## src/rtl/alu_arbiter.sv

```systemverilog
// Two-requester front end for one shared combinational ALU, with a registered response slot.
// Define ALU_ARB_FIXED_PRIO_EN to make requester 0 always win contention instead of round-robin.
module alu_arbiter #(
  parameter int WIDTH = 32
) (
  input  logic             clk,
  input  logic             rst,
  input  logic             req0_valid,
  output logic             req0_ready,
  input  logic [WIDTH-1:0] req0_a,
  input  logic [WIDTH-1:0] req0_b,
  input  logic [2:0]       req0_ctrl,
  input  logic             req1_valid,
  output logic             req1_ready,
  input  logic [WIDTH-1:0] req1_a,
  input  logic [WIDTH-1:0] req1_b,
  input  logic [2:0]       req1_ctrl,
  output logic [WIDTH-1:0] alu_a,
  output logic [WIDTH-1:0] alu_b,
  output logic [2:0]       alu_ctrl,
  input  logic [WIDTH-1:0] alu_result,
  input  logic             alu_zero,
  output logic             resp_valid,
  input  logic             resp_ready,
  output logic             resp_id,
  output logic [WIDTH-1:0] resp_result,
  output logic             resp_zero
);

  typedef enum logic {IDLE, HOLD} state_t;

  state_t           state_q, state_d;
  logic [WIDTH-1:0] resp_result_q, resp_result_d;
  logic             resp_zero_q, resp_zero_d;
  logic             resp_id_q, resp_id_d;
  logic             grant_valid;
  logic             grant_idx;

  // The slot reopens in HOLD as soon as the consumer takes the current response.
  assign grant_valid = !rst && (state_q == IDLE || resp_ready) && (req0_valid || req1_valid);

`ifdef ALU_ARB_FIXED_PRIO_EN
  assign grant_idx = ~req0_valid;
`else
  logic last_grant_q, last_grant_d;

  assign grant_idx    = (req0_valid && req1_valid) ? ~last_grant_q : req1_valid;
  assign last_grant_d = grant_valid ? grant_idx : last_grant_q;

  // Reset value 1 lets requester 0 win the first contention.
  always_ff @(posedge clk or posedge rst) begin
    if (rst) last_grant_q <= 1'b1;
    else     last_grant_q <= last_grant_d;
  end
`endif

  always_comb begin
    state_d       = state_q;
    resp_result_d = resp_result_q;
    resp_zero_d   = resp_zero_q;
    resp_id_d     = resp_id_q;
    req0_ready    = 1'b0;
    req1_ready    = 1'b0;
    alu_a         = '0;
    alu_b         = '0;
    alu_ctrl      = 3'b000;
    if (grant_valid) begin
      if (grant_idx) begin
        req1_ready = 1'b1;
        alu_a      = req1_a;
        alu_b      = req1_b;
        alu_ctrl   = req1_ctrl;
      end else begin
        req0_ready = 1'b1;
        alu_a      = req0_a;
        alu_b      = req0_b;
        alu_ctrl   = req0_ctrl;
      end
      state_d       = HOLD;
      resp_result_d = alu_result;
      resp_zero_d   = alu_zero;
      resp_id_d     = grant_idx;
    end else if (state_q == HOLD && resp_ready) begin
      state_d = IDLE;
    end
  end

  always_ff @(posedge clk or posedge rst) begin
    if (rst) begin
      state_q       <= IDLE;
      resp_result_q <= '0;
      resp_zero_q   <= 1'b0;
      resp_id_q     <= 1'b0;
    end else begin
      state_q       <= state_d;
      resp_result_q <= resp_result_d;
      resp_zero_q   <= resp_zero_d;
      resp_id_q     <= resp_id_d;
    end
  end

  assign resp_valid  = (state_q == HOLD);
  assign resp_result = resp_result_q;
  assign resp_zero   = resp_zero_q;
  assign resp_id     = resp_id_q;

endmodule

```

## config.mk

```make
export PLATFORM = sky130hd
export DESIGN_NAME = alu_arbiter
export DESIGN_NICKNAME = d
export VERILOG_FILES = /design/src/rtl/alu_arbiter.sv
export SDC_FILE = /design/constraint.sdc
export NUM_CORES = 1
export LEC_CHECK = 0
export CAP_MARGIN = 20
export CORE_AREA = 3 3 107 109
export CTS_CLUSTER_SIZE = 40
export DETAILED_ROUTE_END_ITERATION = 10
export DIE_AREA = 0 0 110 112
export PLACE_DENSITY_LB_ADDON = 0.08
export SLEW_MARGIN = 20
export SYNTH_ARGS = -nofsm -noshare
export SYNTH_HDL_FRONTEND = slang
export SYNTH_SLANG_ARGS = --single-unit
```

## constraint.sdc

```tcl
create_clock -name clk -period 2.1 [get_ports clk]
set_clock_uncertainty 0.05 [all_clocks]
set_input_delay 0.42 -clock clk [delete_from_list [all_inputs] [get_ports clk]]
set_output_delay 0.42 -clock clk [all_outputs]
set_load 0.01 [all_outputs]
```

==> flow_summary.toml <==
[routing]
drc = 0
drtIter0Drc = 94
antenna_left = 0
wl_mm = 11.6
avgViaCountPerCell = 4.37
num_vias = 2620
avgRoutedWirePerCell_um = 19.4
firstDrtPassIters = 4

[cts]
htreeDepth = 2
cts-buffers-inserted = 5
ctsHoldBuffers = 0
cts.sinks = 36
clock_latency_ns = 0.28
clockRootBuffer = "clkbuf_8"
clk_pin_slew_worst_paths_ns = 0.07
cts_tree = "yes"
cts_buffer_depth = 2

[critical_path]
endpoint_kind = "output port"
cp_max_fo = 4
worst-endpoint-required_ns = 1.63
crit_type = "flop to output port"
crit_arrival_ns = 1.84
critPathLaunchType = "flop"

[timing]
max_freq_mhz = 433
finalHoldViolCount = 0
period_minus_slack_ns = 2.31
rsz0062_at_grt = "yes"
slew_violations = 0
fin_hold_ws_ns = 0.352
slew_headroom_pct = 75.7
worstMarginPinSlew_ns = 0.364
finalWorstSetupSlack_ns = -0.207
finalSetupViolations = 68
final.period_utilization_pct = 110

[finish]
area_delta_synth_final_pct = 148
nets = 630
post-route-cell-area_mm2 = 0.00515
drive_gt1_share_pct = 31.4
utilization_pct = 48.2
final_cell_count_no_fill = 600

[die]
die_height_um = 112
die_x_um = 110
io-pin-count = 276
core_area_mm2 = 0.0107
die_area_mm2 = 0.0123
initial_utilization_pct = 19.4
row_count = 38

[placed_design]
port_buffers = 275
place_area_mm2 = 0.00521
dp_hpwl_mm = 9.60
dp_cells = 582
place.gp.congestion = 0.762

[logic_synthesis]
ys_types = 17
synth_ff_type = "dfrtp_1"
syn-num-nets = 336
synth-edff-count = 0
synthArstFlopShare_pct = 100
syn-cell-area_mm2 = 0.00208
syn_area_per_cell_um2 = 12.7
ys_warn_count = 0
synth_seq_cells = 36
synth-seq-area-share_pct = 43.4
syn_inst = 164

[global_route]
grt_max_degree = 36
grtUsageTotal_pct = 17.1
grt_pass1_wl_mm = 16.1
antenna_found_initial = 1
grt_overflow = 0
grt_pass1_vias = 2748

[min_path]
hold_class = "primary input to async pin"

[job]
cap_viol_max_count = 0

[power_and_ir_drop]
vdd_drop_max_mv = 0.351
power.density_mw_per_mm2 = 513
finalPower_uw = 2640
p_leak_uw = 0.00225

[outcome]
status = "finished, violations left"
failed_checks = "setup timing"
registers in the layout (all words and copies together) (netlist names):
register and flops:
resp_result 32, last_grant_q 1, resp_id 1, resp_valid 1
resp_zero 1
cell families after synthesis:
group	Yosys count	share of synthesized area [%]
AOI/OAI and AO/OA	71	30.9
buffers and inverters	19	5.00
DFF	36	43.4
muxes	33	17.9
and+or+nand+nor	5	2.83
layout by cell type (no fill, tap or decap), types with 2 or more instances in the layout:
cell type / instances
a22o_1: 67
buf_12: 11
buf_2: 56
buf_4: 14
buf_6: 10
clkbuf_8: 6
clkdlybuf4s15_2: 5
clkdlybuf4s50_1: 202
dfrtp_1: 35
dlygate4sd2_1: 4
inv_1: 2
mux2_1: 2
mux2_2: 31
nor2b_4: 2
o21ba_2: 2
synth_stat cells, types with 2 or more instances:
library cell   n  area share (%)
dfrtp_1       35              42
o21ba_2        2            0.96
mux2_2        31              17
buf_2         11             2.6
a22o_1        67              28
buf_4          5             1.8
mux2_1         2             1.1
inv_1          2            0.36
critical path: stages, from the launching register on:
cell and delay, ns:
dfstp_2 0.38, buf_4 0.14, a2111oi_4 0.38, bufbuf_16 0.32, buf_4 0.10, a22o_1 0.13
buf_6 0.11
area by class of cell:
class                      instances  area (µm²)
inverter                           2        7.51
antenna                            1        2.50
clock inverter                     1        7.51
tap                              140         175
clock buffer                       7        86.3
timing repair buffer             304        2890
multi-input combinational        109        1080
sequential                        36         902
fill                            1024        5540
through the flow:
step	TNS, ns	worst slack (ns)
floorplan	0	0.153
global placement	-50.15	-0.784
detailed placement	-51.34	-0.787
CTS	-15.96	-0.302
global route	-16.84	-0.320
finish	-11.07	-0.207
metal layers:
| metal | part of all wire [%] | track usage, % |
|---|---|---|
| met1 | 35 | 17.8 |
| met5 | 0 | 0 |
| met3 | 10 | 5.91 |
| met4 | 0.41 | 1.75 |
| met2 | 54 | 33.2 |
where the power goes:
group          internal [µW]  switching [µW]  leakage [µW]
clock network            267             247     0.0000445
registers                818            62.4      0.000420
logic                    821             429       0.00178
final timing paths:
check	slack, ns	endpoint	cells past startpoint	startpoint
hold reg to reg	0.44	resp_result[29]$_DFFE_PP0P_	1	resp_result[29]$_DFFE_PP0P_
hold / removal	0.35	resp_valid$_DFFE_PP0P_	3	rst
setup reg to reg	0.45	resp_result[16]$_DFFE_PP0P_	5	resp_valid$_DFFE_PP0P_
max in group asynchronous	1.17	resp_result[0]$_DFFE_PP0P_	4	rst
setup / recovery	-0.21	alu_a[31]	6	last_grant_q$_DFFE_PP1P_
min in group clk	0.44	resp_result[29]$_DFFE_PP0P_	1	resp_result[29]$_DFFE_PP0P_
what timing repair did:
item | 4_1_cts | 5_1_grt
pin swaps | 12 | 15
buffers inserted | 8 | 2
endpoints found under the hold margin | 0 | 0
resized for setup | 289 | 3
endpoints found under the setup margin | 69 | 69
gates cloned | 1 | 1
No activity file was read; power rests on OpenSTA's default activity.
